### config.mk
export PLATFORM = sky130hd
export DESIGN_NAME = sprite_obj_flat
export DESIGN_NICKNAME = d
export VERILOG_FILES = /design/src/rtl/sprite_pkg.sv /design/src/rtl/sprite_obj_if.sv /design/src/rtl/sprite_ram.sv /design/src/rtl/sprite_obj.sv /design/src/flat_wrapper.sv
export SDC_FILE = /design/constraint.sdc
export NUM_CORES = 2
export LEC_CHECK = 0
export ABC_AREA = 1
export CORE_AREA = 3 3 354 356
export CTS_CLUSTER_DIAMETER = 200
export CTS_CLUSTER_SIZE = 28
export DETAILED_ROUTE_END_ITERATION = 7
export DIE_AREA = 0 0 357 359
export PLACE_DENSITY = 0.71
export SLEW_MARGIN = 0
export SYNTH_ARGS = -nofsm -noshare
export SYNTH_HDL_FRONTEND = slang
export SYNTH_SLANG_ARGS = --single-unit
### constraint.sdc
create_clock -name clk -period 2.8 [get_ports clk]
set_input_delay 0.42 -clock clk [delete_from_list [all_inputs] [get_ports clk]]
set_output_delay 0.42 -clock clk [all_outputs]
set_load 0.01 [all_outputs]
### src/rtl/sprite_pkg.sv
// sprite_pkg
// Shared types and default widths for the sprite object and its testbench.
//   COORD_W     : default screen coordinate width (640x480 frame fits in 10 bits)
//   PIX_W       : default pixel colour width (RGB888)
//   coord_t     : screen coordinate
//   pixel_t     : pixel colour
//   pos_state_t : position-update FSM state (IDLE, PENDING)
package sprite_pkg;

  localparam int COORD_W = 10;
  localparam int PIX_W   = 24;

  typedef logic [COORD_W-1:0] coord_t;
  typedef logic [PIX_W-1:0]   pixel_t;

  typedef enum logic {
    IDLE    = 1'b0,
    PENDING = 1'b1
  } pos_state_t;

endpackage

### src/rtl/sprite_obj_if.sv
// sprite_obj_if
// Groups the scan, position, bitmap-write, key and result signals of one
// sprite object.
//   master modport : pixel pipeline side; drives scan/position/write/key,
//                    receives hit and pix_out
//   slave modport  : sprite side; the reverse
// Optional macro SPRITE_MIRROR_EN adds mirror_h / mirror_v.
interface sprite_obj_if #(
  parameter int COORD_W = 10,
  parameter int PIX_W   = 24,
  parameter int SPR_W   = 8,
  parameter int SPR_H   = 8
);

  localparam int WXW = $clog2(SPR_W);
  localparam int WYW = $clog2(SPR_H);

  logic [COORD_W-1:0] x;
  logic [COORD_W-1:0] y;
  logic               scan_vld;
  logic               frame_start;
  logic               set_pos;
  logic [COORD_W-1:0] new_x;
  logic [COORD_W-1:0] new_y;
  logic               wr_en;
  logic [WXW-1:0]     wr_x;
  logic [WYW-1:0]     wr_y;
  logic [PIX_W-1:0]   wr_data;
  logic               key_en;
  logic [PIX_W-1:0]   key;
  logic               active;
`ifdef SPRITE_MIRROR_EN
  logic               mirror_h;
  logic               mirror_v;
`endif
  logic               hit;
  logic [PIX_W-1:0]   pix_out;

  modport master (
    output x, y, scan_vld, frame_start, set_pos, new_x, new_y,
    output wr_en, wr_x, wr_y, wr_data, key_en, key, active,
`ifdef SPRITE_MIRROR_EN
    output mirror_h, mirror_v,
`endif
    input  hit, pix_out
  );

  modport slave (
    input  x, y, scan_vld, frame_start, set_pos, new_x, new_y,
    input  wr_en, wr_x, wr_y, wr_data, key_en, key, active,
`ifdef SPRITE_MIRROR_EN
    input  mirror_h, mirror_v,
`endif
    output hit, pix_out
  );

endinterface

### src/rtl/sprite_ram.sv
// sprite_ram
// Bitmap storage: one synchronous write port and one synchronous read port.
// A read and a write to the same address on the same edge returns the old
// data. No reset, so it maps onto distributed RAM.
//   clk     : clock
//   we_i    : write strobe
//   waddr_i : write address
//   wdata_i : write data
//   raddr_i : read address (sampled on the rising edge)
//   rdata_o : read data, valid one cycle after raddr_i
module sprite_ram #(
  parameter int DEPTH = 64,
  parameter int AW    = 6,
  parameter int DW    = 24
) (
  input  logic          clk,
  input  logic          we_i,
  input  logic [AW-1:0] waddr_i,
  input  logic [DW-1:0] wdata_i,
  input  logic [AW-1:0] raddr_i,
  output logic [DW-1:0] rdata_o
);

  logic [DW-1:0] mem_q [DEPTH];

  // Both ports in one block; the non-blocking read picks up the pre-write
  // contents when the addresses collide.
  always_ff @(posedge clk) begin
    if (we_i) begin
      mem_q[waddr_i] <= wdata_i;
    end
    rdata_o <= mem_q[raddr_i];
  end

endmodule

### src/rtl/sprite_obj.sv
// sprite_obj
// One sprite for the pixel pipeline: an SPR_W x SPR_H bitmap placed at a
// frame-synchronised screen position. For each scan coordinate it reports,
// one cycle later, whether the sprite covers it and with which colour.
//   clk   : pixel clock, rising edge
//   rst_n : asynchronous active-low reset
//   bus   : sprite_obj_if.slave (scan, position, bitmap write, key, hit/pix_out)
// Optional macro SPRITE_MIRROR_EN enables horizontal/vertical read mirroring.
module sprite_obj
  import sprite_pkg::*;
#(
  parameter int COORD_W = sprite_pkg::COORD_W,
  parameter int PIX_W   = sprite_pkg::PIX_W,
  parameter int SPR_W   = 8,
  parameter int SPR_H   = 8
) (
  input  logic        clk,
  input  logic        rst_n,
  sprite_obj_if.slave bus
);

  localparam int WXW = $clog2(SPR_W);
  localparam int WYW = $clog2(SPR_H);
  localparam int AW  = WXW + WYW;
  localparam logic [COORD_W:0] SPR_W_EXT = (COORD_W+1)'(SPR_W);
  localparam logic [COORD_W:0] SPR_H_EXT = (COORD_W+1)'(SPR_H);

  pos_state_t         state_q;
  logic [COORD_W-1:0] cur_x_q, cur_y_q;
  logic [COORD_W-1:0] sh_x_q, sh_y_q;

  // Position FSM. set_pos always refreshes the shadow; the live position only
  // moves on frame_start so a frame is never drawn with a half-updated
  // position. A simultaneous set_pos + frame_start commits the new request
  // directly.
  always_ff @(posedge clk or negedge rst_n) begin
    if (!rst_n) begin
      state_q <= IDLE;
      cur_x_q <= '0;
      cur_y_q <= '0;
      sh_x_q  <= '0;
      sh_y_q  <= '0;
    end else begin
      if (bus.set_pos && bus.frame_start) begin
        sh_x_q  <= bus.new_x;
        sh_y_q  <= bus.new_y;
        cur_x_q <= bus.new_x;
        cur_y_q <= bus.new_y;
        state_q <= IDLE;
      end else if (bus.set_pos) begin
        sh_x_q  <= bus.new_x;
        sh_y_q  <= bus.new_y;
        state_q <= PENDING;
      end else if (bus.frame_start && state_q == PENDING) begin
        cur_x_q <= sh_x_q;
        cur_y_q <= sh_y_q;
        state_q <= IDLE;
      end
    end
  end

  // Bounds test one bit wider than the screen so a sprite hanging off the
  // right/bottom edge cannot wrap around and appear at coordinate 0.
  logic [COORD_W:0] x_ext, y_ext, cx_ext, cy_ext;
  logic             in_x, in_y;

  assign x_ext  = {1'b0, bus.x};
  assign y_ext  = {1'b0, bus.y};
  assign cx_ext = {1'b0, cur_x_q};
  assign cy_ext = {1'b0, cur_y_q};
  assign in_x   = (x_ext >= cx_ext) && (x_ext < cx_ext + SPR_W_EXT);
  assign in_y   = (y_ext >= cy_ext) && (y_ext < cy_ext + SPR_H_EXT);

  // Sprite-local offset; only the low bits of the difference matter and they
  // depend only on the low bits of the operands.
  logic [WXW-1:0] dx, rd_col;
  logic [WYW-1:0] dy, rd_row;

  assign dx = bus.x[WXW-1:0] - cur_x_q[WXW-1:0];
  assign dy = bus.y[WYW-1:0] - cur_y_q[WYW-1:0];

  // With power-of-two sizes, SIZE-1-d is simply the bitwise inverse of d.
`ifdef SPRITE_MIRROR_EN
  assign rd_col = bus.mirror_h ? ~dx : dx;
  assign rd_row = bus.mirror_v ? ~dy : dy;
`else
  assign rd_col = dx;
  assign rd_row = dy;
`endif

  logic [AW-1:0]    rd_addr, wr_addr;
  logic [PIX_W-1:0] rd_data;
  logic             raw_hit_d;

  assign rd_addr   = {rd_row, rd_col};
  assign wr_addr   = {bus.wr_y, bus.wr_x};
  assign raw_hit_d = bus.scan_vld & bus.active & in_x & in_y;

  sprite_ram #(
    .DEPTH (SPR_W * SPR_H),
    .AW    (AW),
    .DW    (PIX_W)
  ) u_ram (
    .clk     (clk),
    .we_i    (bus.wr_en),
    .waddr_i (wr_addr),
    .wdata_i (bus.wr_data),
    .raddr_i (rd_addr),
    .rdata_o (rd_data)
  );

  logic             raw_hit_q;
  logic             key_en_q;
  logic [PIX_W-1:0] key_q;
  logic [PIX_W-1:0] pix_q;

  // Pipeline stage alongside the RAM read. The key is captured with the
  // coordinate so the transparency test matches the pixel being read.
  // pix_q keeps the last covered colour for cycles without a raw hit.
  always_ff @(posedge clk or negedge rst_n) begin
    if (!rst_n) begin
      raw_hit_q <= 1'b0;
      key_en_q  <= 1'b0;
      key_q     <= '0;
      pix_q     <= '0;
    end else begin
      raw_hit_q <= raw_hit_d;
      key_en_q  <= bus.key_en;
      key_q     <= bus.key;
      if (raw_hit_q) begin
        pix_q <= rd_data;
      end
    end
  end

  // Outputs are built only from the registers of this stage, so they carry
  // the one-cycle latency and clear together with raw_hit_q on reset.
  assign bus.hit     = raw_hit_q & ~(key_en_q & (rd_data == key_q));
  assign bus.pix_out = raw_hit_q ? rd_data : pix_q;

endmodule

### src/flat_wrapper.sv
// flat-port wrapper written by rule: the top's interface ports become plain ports
module sprite_obj_flat import sprite_pkg::*;
#(
  parameter int COORD_W = sprite_pkg::COORD_W,
  parameter int PIX_W   = sprite_pkg::PIX_W,
  parameter int SPR_W   = 8,
  parameter int SPR_H   = 8
)
  (clk, rst_n, bus_x, bus_y, bus_scan_vld, bus_frame_start, bus_set_pos, bus_new_x, bus_new_y, bus_wr_en, bus_wr_x, bus_wr_y, bus_wr_data, bus_key_en, bus_key, bus_active, bus_hit, bus_pix_out);
  sprite_obj_if #(.COORD_W(COORD_W), .PIX_W(PIX_W), .SPR_W(SPR_W), .SPR_H(SPR_H)) bus_i ();
  input  logic clk;
  input  logic rst_n;
  input wire logic [$bits(bus_i.x)-1:0] bus_x;
  input wire logic [$bits(bus_i.y)-1:0] bus_y;
  input wire logic [$bits(bus_i.scan_vld)-1:0] bus_scan_vld;
  input wire logic [$bits(bus_i.frame_start)-1:0] bus_frame_start;
  input wire logic [$bits(bus_i.set_pos)-1:0] bus_set_pos;
  input wire logic [$bits(bus_i.new_x)-1:0] bus_new_x;
  input wire logic [$bits(bus_i.new_y)-1:0] bus_new_y;
  input wire logic [$bits(bus_i.wr_en)-1:0] bus_wr_en;
  input wire logic [$bits(bus_i.wr_x)-1:0] bus_wr_x;
  input wire logic [$bits(bus_i.wr_y)-1:0] bus_wr_y;
  input wire logic [$bits(bus_i.wr_data)-1:0] bus_wr_data;
  input wire logic [$bits(bus_i.key_en)-1:0] bus_key_en;
  input wire logic [$bits(bus_i.key)-1:0] bus_key;
  input wire logic [$bits(bus_i.active)-1:0] bus_active;
  output wire logic [$bits(bus_i.hit)-1:0] bus_hit;
  output wire logic [$bits(bus_i.pix_out)-1:0] bus_pix_out;
  assign bus_i.x = bus_x;
  assign bus_i.y = bus_y;
  assign bus_i.scan_vld = bus_scan_vld;
  assign bus_i.frame_start = bus_frame_start;
  assign bus_i.set_pos = bus_set_pos;
  assign bus_i.new_x = bus_new_x;
  assign bus_i.new_y = bus_new_y;
  assign bus_i.wr_en = bus_wr_en;
  assign bus_i.wr_x = bus_wr_x;
  assign bus_i.wr_y = bus_wr_y;
  assign bus_i.wr_data = bus_wr_data;
  assign bus_i.key_en = bus_key_en;
  assign bus_i.key = bus_key;
  assign bus_i.active = bus_active;
  assign bus_hit = bus_i.hit;
  assign bus_pix_out = bus_i.pix_out;
  sprite_obj #(.COORD_W(COORD_W), .PIX_W(PIX_W), .SPR_W(SPR_W), .SPR_H(SPR_H)) u_core (.clk(clk), .rst_n(rst_n), .bus(bus_i));
endmodule
==> run metrics <==
leading area contributor after synthesis edfxtp_1; CTS tree built; GP Congestion 0.950; All-Layer GR Usage 29.2%; final period utilization 107%; r2r setup slk -0.21 ns; Clock Path Buffers 3; starting density of the core 55.1%; post-synthesis adder-cell area fraction 0.729%; f_max ~0.33 GHz; fin. max-slew vios 0; initial antenna violation count 5; outcome finished with violations; fin crit period between 3 and 4 ns; Synth area leaders edfxtp_1 69%, nand2_1 12%, nand3_1 9.8%; Power Density 742 mW/mm²; commonest non-fill, non-tap cells in the layout 2096 x nand2_1, 1536 x edfxtp_1, 1272 x nand3_1, 304 x buf_4, 138 x buf_12; hold crit path type primary input to asynchronous set/reset pin; XOR/XNOR Fraction of Synth Area 0.221%; Synth cell types 33; Routed WL per cell 24.6 µm; total power 56.7 mW; metal3 WL approximately 22 mm; largest family of logic cells by synthesized area simple AND/OR/NAND/NOR gates; mapped cell area about 0.067 mm²; Worst EP required around 3.4 ns; final instance area 0.0764 mm²; Compound-Gate Fraction of Synth Area 0.642%; multiplexer area fraction after synthesis 0%; Worst-Margin Slew approximately 0.94 ns; vias in the first global route 43800; DP HPWL approximately 120 mm; syn_nets 5892; failing checks negative setup slack; Synth-to-Final Area Change 13.5%; CP Max Fanout 20; maxcap violations 0; die area 0.128 mm²; Crit Reg-Reg Endpoint u_core.u_ram.rdata_o[1]; share of layout cells above drive strength 1 11.5%; Vias per Instance 6.01; fin worst setup slack -0.209 ns; Top Layer Used met5; Die W around 360 µm; grt total ovfl 0; CP arrival between 3 and 4 ns; Finish-stage setup viols 24; Fin. Hold Viols 0; largest net degree at the start of global routing between 70 and 80; share of the synthesized area in the top cell type 68.6%; post-synthesis simple-gate area fraction between 20% and 30%; FP Rows around 130; cells after synthesis 5752; WS Path Type flip-flop to flip-flop; synth warn 0; Worst slew margin ~38%; Post-synth EDFFs 1536; most common cell after layout, fill and taps aside nand2_1; Max VDD drop 0.621 mV; H-tree levels 3; RSZ-0062 raised after global routing yes; Worst setup EP type flip-flop; Core Area 0.122 mm²; fin nets 6198; Met1 Wirelength ~70 mm; WL final 190 mm; first-pass GRT wire length 279 mm; Residual DRC 0; reg2reg path depth 15; router iterations before antenna repair 8; Detailed Route Iter0 Violations between 6000 and 7000; LEAKAGE 28.3 nW; Max Clock Skew 0.0294 ns; # IOs around 130; Syn Area/Cell 11.7 µm²; placed cell areas 0.0738 mm²; # clock sinks 1651; CP startpoint kind flip-flop; worst-skew pair later-pin latency 0.69 ns; final design utilization 62.6%; Die Ht 359 µm; Root Driver clkbuf_16; sequential-to-total area share from yosys stat between 70% and 80%; Seq cells post-synth 1651; input/output buffers 126; metal2 WL 87.3 mm; FFs w/ async S/R, synth between 5 and 6%; antenna viol nets, final 0; total clock buffers created by CTS 68; Top FF cell, synth edfxtp_1; CTS clock-pin slew for the worst setup and hold paths 0.12 ns; RR Startpoint u_core.cur_x_q[0]; via count 46400
==> sequential cells by signal, indices dropped and copies added (netlist names) <==
signal / flops
u_core.cur_x_q: 10
u_core.cur_y_q: 10
u_core.key_en_q: 1
u_core.key_q: 24
u_core.pix_q: 24
u_core.raw_hit_q: 1
u_core.sh_x_q: 10
u_core.sh_y_q: 10
u_core.state_q: 1
u_core.u_ram.mem_q: 1536
u_core.u_ram.rdata_o: 24
==> synth_stat cells, types with 18 or more instances <==
| cell type | instances |
|---|---|
| dfrtp_1 | 91 |
| dfxtp_1 | 24 |
| nand3_1 | 1317 |
| ha_1 | 36 |
| nand2_1 | 2105 |
| buf_4 | 47 |
| buf_2 | 178 |
| edfxtp_1 | 1536 |
| nor2_1 | 98 |
| o21ai_0 | 36 |
| buf_1 | 18 |
| a21oi_1 | 22 |
| buf_6 | 39 |
| clkbuf_1 | 68 |
| inv_1 | 63 |
==> power by group <==
part	internal (mW)	total, mW	switching (mW)
Combinational	5.86	16.6	10.8
Clock	4.78	12.0	7.19
Sequential	27.5	28.1	0.569
Total	38.2	56.7	18.5
==> worst max path at each step <==
stage | start | to | slack [ns] | depth (start not counted)
3_5_place_dp | bus_x[0] | u_core.u_ram.rdata_o[1] | -1.02 | 17
3_3_place_gp | bus_x[0] | u_core.u_ram.rdata_o[1] | -1.02 | 17
5_1_grt | u_core.cur_x_q[0] | u_core.u_ram.rdata_o[15] | -0.27 | 15
2_1_floorplan | bus_wr_en | u_core.u_ram.mem_q[48][0] | -0.96 | 3
6_report | u_core.cur_x_q[0] | u_core.u_ram.rdata_o[1] | -0.21 | 15
4_1_cts | u_core.cur_x_q[0] | u_core.u_ram.rdata_o[15] | -0.17 | 14
==> kinds of logic (layout without fill, tap and decap cells) <==
logic type / count (synthesis) / after routing
AO/OA/AOI/OAI: 78 / 78
adder cells (fa/ha/maj): 38 / 38
flip-flops: 1651 / 1651
buffers and inverters: 418 / 762
XOR/XNOR: 17 / 17
other: 0 / 2
AND/OR/NAND/NOR: 3550 / 3550
==> stage by stage <==
step                      hold slack [ns]  setup TNS [ns]  setup WS [ns]  std cells
final                               0.147           -3.18         -0.209       7723
after global routing                0.119           -4.89         -0.265       7722
after CTS                          0.0993           -2.40         -0.165       7719
after detailed placement            0.309          -19.45          -1.02       7605
after global placement              0.311          -19.38          -1.02       7605
after floorplan                     0.124         -184.71         -0.962       5752
==> worst max-delay path, stage by stage, from the launching register on <==
cell	delay, ns
dfrtp_1	0.42
ha_4	0.17
inv_2	0.05
fa_4	0.66
buf_12	0.20
inv_16	0.15
buf_12	0.18
buf_12	0.14
buf_12	0.17
nand3_1	0.09
nand3_1	0.09
nand2_1	0.06
nand2_1	0.08
nand3_2	0.17
nand3_2	0.19
nand2_1	0.06
==> per-layer routing <==
layer  global-route usage, %  vias up
li1                        -    20600
met1                    41.1    22500
met2                    45.5     2841
met3                    5.18      396
met4                    11.9        2
met5                       0        -
==> layout make-up <==
type	count	area, µm²
diodes	2	5.00
inverters	67	298
flip-flops and latches	1651	48900
fillers	9178	45700
clock buffers	107	1910
repair buffers	587	6570
clock inverters	1	8.76
multi-input cells	3683	16600
well taps	1625	2030
==> repair_timing <==
action,4_1_cts,5_1_grt
hold endpoints to repair,91,0
resized for setup,97,7
hold buffers,1,0
setup endpoints to repair,33,26
cloned,4,1
pin swaps,5,0
buffers inserted,1,1
No activity file was read; power rests on OpenSTA's default activity.
